### config.mk
export PLATFORM = sky130hd
export DESIGN_NAME = alu_arbiter
export DESIGN_NICKNAME = d
export VERILOG_FILES = /design/src/rtl/alu_arbiter.sv
export SDC_FILE = /design/constraint.sdc
export NUM_CORES = 1
export LEC_CHECK = 0
export CORE_MARGIN = 2
export CORE_UTILIZATION = 27
export CTS_BUF_LIST = sky130_fd_sc_hd__clkbuf_16
export CTS_CLUSTER_DIAMETER = 80
export DETAILED_ROUTE_END_ITERATION = 6
export PLACE_DENSITY = 0.65
export SLEW_MARGIN = 20
export SYNTH_ARGS = -nofsm -noshare
export SYNTH_HDL_FRONTEND = slang
export SYNTH_SLANG_ARGS = --single-unit
### constraint.sdc
create_clock -name CLK -period 1.3 [get_ports CLK]
set_input_delay 0.195 -clock CLK [delete_from_list [all_inputs] [get_ports CLK]]
set_output_delay 0.195 -clock CLK [all_outputs]
set_load 0.01 [all_outputs]
### src/rtl/alu_arbiter.sv
// alu_arbiter: shares one ALU (FORWARD/ADD/AND/OR) between two requesters.
// Round-robin grant, registered ALU operands/opcode, fixed settle wait, then
// a held response carrying the captured result and the owning requester ID.
// Ports:
//   CLK, RESET                  clock (rising edge), synchronous active-low reset
//   REQn_VALID/READY            requester n handshake (READY is combinational)
//   REQn_DATA1/DATA2/SELECT     requester n operands and opcode
//   RSP_VALID/READY             response handshake
//   RSP_ID/RESULT/ERR           response payload
//   ALU_DATA1/DATA2/SELECT      registered drive to the ALU
//   ALU_RESULT                  ALU output
//   BUSY                        arbiter not idle (combinational)
module alu_arbiter #(
    parameter int unsigned WIDTH         = 8,
    parameter int unsigned SEL_WIDTH     = 3,
    parameter int unsigned SETTLE_CYCLES = 2,
    parameter int unsigned NUM_OPS       = 4
) (
    input  logic                 CLK,
    input  logic                 RESET,
    input  logic                 REQ0_VALID,
    output logic                 REQ0_READY,
    input  logic [WIDTH-1:0]     REQ0_DATA1,
    input  logic [WIDTH-1:0]     REQ0_DATA2,
    input  logic [SEL_WIDTH-1:0] REQ0_SELECT,
    input  logic                 REQ1_VALID,
    output logic                 REQ1_READY,
    input  logic [WIDTH-1:0]     REQ1_DATA1,
    input  logic [WIDTH-1:0]     REQ1_DATA2,
    input  logic [SEL_WIDTH-1:0] REQ1_SELECT,
    output logic                 RSP_VALID,
    input  logic                 RSP_READY,
    output logic                 RSP_ID,
    output logic [WIDTH-1:0]     RSP_RESULT,
    output logic                 RSP_ERR,
    output logic [WIDTH-1:0]     ALU_DATA1,
    output logic [WIDTH-1:0]     ALU_DATA2,
    output logic [SEL_WIDTH-1:0] ALU_SELECT,
    input  logic [WIDTH-1:0]     ALU_RESULT,
    output logic                 BUSY
);

    localparam int unsigned CNT_W = (SETTLE_CYCLES > 1) ? $clog2(SETTLE_CYCLES) : 1;

    typedef enum logic [1:0] {
        IDLE = 2'd0,
        WAIT = 2'd1,
        RESP = 2'd2
    } state_t;

    state_t               state_q, state_d;
    logic                 prio_q, prio_d;
    logic [CNT_W-1:0]     cnt_q, cnt_d;
    logic                 rsp_valid_q, rsp_valid_d;
    logic                 rsp_id_q, rsp_id_d;
    logic                 rsp_err_q, rsp_err_d;
    logic [WIDTH-1:0]     rsp_result_q, rsp_result_d;
    logic [WIDTH-1:0]     alu_d1_q, alu_d1_d;
    logic [WIDTH-1:0]     alu_d2_q, alu_d2_d;
    logic [SEL_WIDTH-1:0] alu_sel_q, alu_sel_d;

    // Grant selection: a lone requester wins, contention goes to PRIO
    logic                 any_valid;
    logic                 gnt_id;
    logic                 gnt_valid;
    logic [WIDTH-1:0]     gnt_d1;
    logic [WIDTH-1:0]     gnt_d2;
    logic [SEL_WIDTH-1:0] gnt_sel;
    logic                 gnt_legal;
    logic                 accept;

    assign any_valid = REQ0_VALID | REQ1_VALID;
    assign gnt_id    = (REQ0_VALID & REQ1_VALID) ? prio_q : REQ1_VALID;
    assign gnt_d1    = gnt_id ? REQ1_DATA1  : REQ0_DATA1;
    assign gnt_d2    = gnt_id ? REQ1_DATA2  : REQ0_DATA2;
    assign gnt_sel   = gnt_id ? REQ1_SELECT : REQ0_SELECT;
    assign gnt_legal = (32'(gnt_sel) < NUM_OPS);

    // Handshake only offered in IDLE and never while reset is asserted
    assign gnt_valid  = RESET & (state_q == IDLE) & any_valid;
    assign REQ0_READY = gnt_valid & ~gnt_id;
    assign REQ1_READY = gnt_valid &  gnt_id;
    assign accept     = gnt_valid;
    assign BUSY       = RESET & (state_q != IDLE);

    // Next-state and datapath update
    always_comb begin
        state_d      = state_q;
        prio_d       = prio_q;
        cnt_d        = cnt_q;
        rsp_valid_d  = rsp_valid_q;
        rsp_id_d     = rsp_id_q;
        rsp_err_d    = rsp_err_q;
        rsp_result_d = rsp_result_q;
        alu_d1_d     = alu_d1_q;
        alu_d2_d     = alu_d2_q;
        alu_sel_d    = alu_sel_q;

        case (state_q)
            IDLE: begin
                if (accept) begin
                    prio_d   = ~gnt_id;
                    rsp_id_d = gnt_id;
                    if (gnt_legal) begin
                        alu_d1_d  = gnt_d1;
                        alu_d2_d  = gnt_d2;
                        alu_sel_d = gnt_sel;
                        cnt_d     = CNT_W'(SETTLE_CYCLES - 1);
                        state_d   = WAIT;
                    end else begin
                        // Illegal opcode: ALU left untouched, error returned at once
                        rsp_err_d    = 1'b1;
                        rsp_result_d = '0;
                        rsp_valid_d  = 1'b1;
                        state_d      = RESP;
                    end
                end
            end
            WAIT: begin
                if (cnt_q != '0) begin
                    cnt_d = cnt_q - CNT_W'(1);
                end else begin
                    rsp_result_d = ALU_RESULT;
                    rsp_err_d    = 1'b0;
                    rsp_valid_d  = 1'b1;
                    state_d      = RESP;
                end
            end
            RESP: begin
                if (RSP_READY) begin
                    rsp_valid_d = 1'b0;
                    state_d     = IDLE;
                end
            end
            default: begin
                state_d = IDLE;
            end
        endcase
    end

    // State and datapath registers
    always_ff @(posedge CLK) begin
        if (!RESET) begin
            state_q      <= IDLE;
            prio_q       <= 1'b0;
            cnt_q        <= '0;
            rsp_valid_q  <= 1'b0;
            rsp_id_q     <= 1'b0;
            rsp_err_q    <= 1'b0;
            rsp_result_q <= '0;
            alu_d1_q     <= '0;
            alu_d2_q     <= '0;
            alu_sel_q    <= '0;
        end else begin
            state_q      <= state_d;
            prio_q       <= prio_d;
            cnt_q        <= cnt_d;
            rsp_valid_q  <= rsp_valid_d;
            rsp_id_q     <= rsp_id_d;
            rsp_err_q    <= rsp_err_d;
            rsp_result_q <= rsp_result_d;
            alu_d1_q     <= alu_d1_d;
            alu_d2_q     <= alu_d2_d;
            alu_sel_q    <= alu_sel_d;
        end
    end

    assign RSP_VALID  = rsp_valid_q;
    assign RSP_ID     = rsp_id_q;
    assign RSP_ERR    = rsp_err_q;
    assign RSP_RESULT = rsp_result_q;
    assign ALU_DATA1  = alu_d1_q;
    assign ALU_DATA2  = alu_d2_q;
    assign ALU_SELECT = alu_sel_q;

endmodule

; Yosys cells after proc, flatten, opt, wreduce, memory -nomap -nowiden
; Cells that the tools add are included.
[totals]
regBits = 34
input_bits = 51
out_inout_bits = 33
word_cells = 61
[classes]
n_addsub = 1
magnitude_cmp = 1
n_eq_ne = 7
mux = 24
bitwise = 8
n_reduce_logical = 10
[ops]
columns = cell, n
row1 = $mux 8, 5
row2 = $pmux 8 s2, 1
row3 = $ne 2x2->1 const B, 5
row4 = $mux 1, 9
row5 = $reduce_and 3->1, 3
row6 = $mux 2, 4
row7 = $and 1x1->1, 6
row8 = $pmux 2 s3, 1
row9 = $reduce_and 5->1, 1
row10 = $pmux 1 s2, 2
row11 = $reduce_and 4->1, 1
row12 = $reduce_bool 2->1, 2
row13 = $lt 3x3->1 const B, 1
row14 = $mux 3, 1
row15 = $pmux 1 s3, 1
row16 = $reduce_bool 3->1, 1
row17 = $eq 2x1->1 const B, 1
row18 = $eq 2x2->1 const B, 1
row19 = $logic_not 2->1, 1
row20 = $reduce_and 2->1, 1
row21 = $not 1->1, 1
row22 = $or 1x1->1, 1
row23 = $sub 1x1->1 const B, 1

; Depth between registers and ports, before layout
[depth]
word_depth = 7
ltp_mapped = 7

; Worst setup path before layout
; Ideal clock, no wire load.
[synth_path]
path_kind = reg2reg
start = reg state_q[1]
end = reg alu_d1_q[4], in the netlist ALU_DATA1[4]
setup_ns = 0.120
t_arrival_ns = 1.269
t_required_ns = 1.180
setup_slack_ns = -0.089
stages_incl_launch_ff = 8
cell_sequence = dfxtp_1 > buf_4 > nand2b_4 > nor3_4 > o211ai_2 > buf_6 > buf_6 > mux2i_1
[synth_via]
elab_chain_cells = 4
[synth_rtl]
columns = item, line
row1 = from (decl), 51  ; state_t state_q, state_d;
row2 = from (signal assigned), 155  ; state_q <= state_d;
row3 = $logic_not 2->1 (*), "80, 99"
row4 = $and 1x1->1 (2 in series), 80  ; assign gnt_valid = RESET & (state_q == IDLE) & any_valid;
row5 = $reduce_and 3->1 (no source line) (*), n/a
row6 = to (signal assigned), 162  ; alu_d1_q <= alu_d1_d;
row7 = to (decl), 58  ; logic [WIDTH-1:0] alu_d1_q, alu_d1_d;
; Every way passes the cells marked *; elsewhere a longest branch is shown, timed or not.
; A chain may end at the register's enable or synchronous reset.

; Final worst setup path
[layout_path]
start = reg state_q[1]
end = out REQ1_READY
[layout_via]
elab_chain_cells = 4
[layout_rtl]
columns = item, line
row1 = $logic_not 2->1, 80
row2 = $and 1x1->1 (2 in series), 80
row3 = $and 1x1->1, 82  ; assign REQ1_READY = gnt_valid & gnt_id;
row4 = to (decl), 27  ; output logic REQ1_READY,
; Every way passes these cells.

==> flow_summary.toml <==
[logic_synthesis]
synth_top_area_cell = "dfxtp_1"
synth_area_leaders = "dfxtp_1 (42%), mux2i_1 (23%), a21oi_1 (5.0%), nand2_1 (4.9%), a311oi_1 (4.4%)"
ys_types = 33
synth.yosys.seq_area_share_pct = 42.4
syn_inst = 163
syn_area_um2 = 1610
avgSynthCellArea_um2 = 9.86
yosysWarnings = 0
synth_top_area_share_pct = 42.4
ys.flop_type = "dfxtp_1"
syn_nets = 214
synth_seq_cells = 34
synth-async-reset-ratio_pct = 0
synth_edf_count = 0

[sta]
fin_worst_skew_ns = 0.00246
rsz0062_at_grt = "true"
min_period_ns = 1.48
slew_violations = 0
relSlewSlack_pct = 79.4
hold_viol = 0
fin_tns_setup_ns = -3.05
setup_ws_ns = -0.182
max_freq_mhz = 675
holdWs_ns = 0.458
tightest_slew_ns = 0.308
setup_viol = 33
finalCritPeriodShare_pct = 114

[setup_path]
criticalPathCategory = "reg2out"
r2r_setup_slack_ns = -0.13
cp.arrival_ns = 1.29
crit_path_max_incr_delay_ns = 0.32
reg2reg_from = "state_q[1]$_SDFFE_PN0P_"
endpoint_kind = "output pin"
path_cells = "nand2b_4, nor3_4, and2_4, buf_6"
crit_slowest_cell = "dfxtp_2"
critPathMaxFanout = 3
r2r_cells = 6
critPathLaunchType = "flip-flop"
r2r_end = "ALU_SELECT[2]$_SDFFE_PN0P_"
crit_required_ns = 1.11

[layout]
final_cells = 352
area_growth_syn_to_layout_pct = 90.4
diodes = 0
nets = 327
drive_above_1_share_pct = 25.6
design_area_um2 = 3060
fin_util_pct = 52.3

[power_and_ir_drop]
p_switching_mw = 0.980
finalPower_mw = 3.47
power_density_nw_per_um2 = 1130
p_sw_share_pct = 28.3
leakage_nw = 1.45
comb_power_share_pct = 33.0
pwr-share-seq_pct = 35.1
ir_drop_v = 0.000610
p_int_mw = 2.49
clockPowerShare_pct = 31.9

[die]
initial_utilization_pct = 27.5
die_h_um = 81.1
num_rows = 28
die-area_um2 = 6580
die_x_um = 81.1
core_um2 = 5850
ios = 84

[routing]
drc_errors = 0
detail_route.wirelength_um = 4980
vias_per_cell = 4.62
postRouteAntennaNets = 0
post_drt_wl_per_cell_um = 14.2
vias = 1626
firstDrtPassIters = 4
drt_iter0_drc = 62

[clocking]
cts_root_buffer = "clkbuf_16"
htreeDepth = 2
cts_buffer_depth = 2
insertion_delay_ns = 0.28
cts_hold_buf = 0
clkTransAtPathRegs_ns = 0.05
tritoncts = "yes"
clock_sinks = 34
numCtsBuffers = 5

[grt]
grt_overflow = 0
grtUsageTotal_pct = 14.4
grt_pass1_wl_um = 7220
grt_start_max_net_pins = 17
antenna_found_initial = 0
grt_pass1_vias = 1564

[place]
dp_hpwl_um = 3180
place.gp.congestion = 0.778
dpl-instance-area_um2 = 2600
post-place-ws_ns = -0.631
portBuffers = 83
placed_cells = 328

[hold_path]
min_from = "ALU_DATA1[0]$_SDFFE_PN0P_"
whs_endpoint = "ALU_DATA1[0]$_SDFFE_PN0P_"
worstHoldPathType = "reg2reg"
worstHoldPathCells = 2

[outcome]
violations = "negative setup slack"
status = "finished, violations left"

[run]
drv_cap = 0
-- power by group through the flow --
stage	Sequential (mW)	Clock, mW	Combinational [mW]
finish	1.22	1.11	1.14
global placement	1.23	0	0.916
global route	1.23	1.18	1.23
detailed placement	1.23	0	0.928
floorplan	1.28	0	0.401
CTS	1.21	1.14	0.977
-- state kept, by name, summed over array words and instances (netlist names) --
register / flops
ALU_DATA1: 8
ALU_DATA2: 8
RSP_RESULT: 8
ALU_SELECT: 3
state_q: 2
RSP_ERR: 1
RSP_ID: 1
RSP_VALID: 1
cnt_q: 1
prio_q: 1
-- worst max-delay path by stage --
stage / from / endpoint / slack [ns] / cells past startpoint
CTS: state_q[1]$_SDFFE_PN0P_ / REQ0_READY / -0.14 / 4
floorplan: state_q[1]$_SDFFE_PN0P_ / ALU_DATA1[4]$_SDFFE_PN0P_ / -0.07 / 7
global placement: REQ0_VALID / REQ1_READY / -0.60 / 5
detailed placement: REQ0_VALID / REQ1_READY / -0.63 / 5
global route: state_q[1]$_SDFFE_PN0P_ / REQ1_READY / -0.23 / 4
finish: state_q[1]$_SDFFE_PN0P_ / REQ1_READY / -0.18 / 4
-- synthesized netlist by cell type (all sizes together) (2+ instances only) --
library cell	n
and2	3
a211oi	2
o21ai	3
clkbuf	3
nand2	21
mux2i	37
buf	7
inv	2
nor2	8
a311oi	8
o21a	2
nand2b	4
a21oi	16
dfxtp	34
-- layer usage --
metal / GRT usage (%) / share of wire (%) / routed length [µm] / up-vias
li1: - / - / - / 814
met1: 16.8 / 40 / 2000 / 751
met2: 24.7 / 51 / 2560 / 57
met3: 5.33 / 7.8 / 389 / 4
met4: 4.07 / 0.86 / 43 / 0
met5: 0 / 0 / 0 / -
-- cell families after synthesis --
| family | share of synthesized area (%) |
|---|---|
| compound gates | 16.4 |
| buf+inv | 4.98 |
| flops | 42.4 |
| mux | 23.1 |
| simple gates | 13.2 |
-- cell usage in the layout (no fill, tap or decap), drive strengths merged --
master / Yosys / layout
o21ai: 3 / 3
a21oi: 16 / 16
and2: 3 / 3
nand2b: 4 / 4
nor2b: 1 / 1
o21ba: 1 / 1
a311oi: 8 / 8
o221a: 1 / 1
o21a: 2 / 2
a32oi: 1 / 1
a32o: 1 / 1
mux2i: 37 / 37
dlygate4sd2: 0 / 33
dfxtp: 34 / 34
clkdlybuf4s50: 0 / 47
a211oi: 2 / 2
o211ai: 1 / 1
clkbuf: 3 / 6
nand3: 1 / 1
and3: 1 / 1
nor3b: 1 / 1
clkinv: 1 / 4
inv: 2 / 2
nor3: 1 / 1
a21bo: 1 / 1
nor2: 8 / 8
nand2: 21 / 22
buf: 7 / 34
a31oi: 1 / 1
-- area by class of cell --
cell class,instances,area (µm²)
timing repair buffer,115,1120
clock buffer,5,125
sequential,34,684
inverter,3,11.3
fill,552,2790
tap,75,93.8
clock inverter,3,11.3
multi-input combinational,117,1010
-- timing repair --
action / in CTS / in global routing
buffers inserted: 3 / 10
cloned: 3 / 1
pin swaps: 10 / 13
resized for setup: 77 / 21
endpoints found under the setup margin: 64 / 35
-- worst max-delay path, delay by kind of cell (launching register included) --
family | cells | cell delay, ns
buf+inv | 1 | 0.10
flops | 1 | 0.32
simple gates | 3 | 0.59
(Power assumes the default switching activity.)
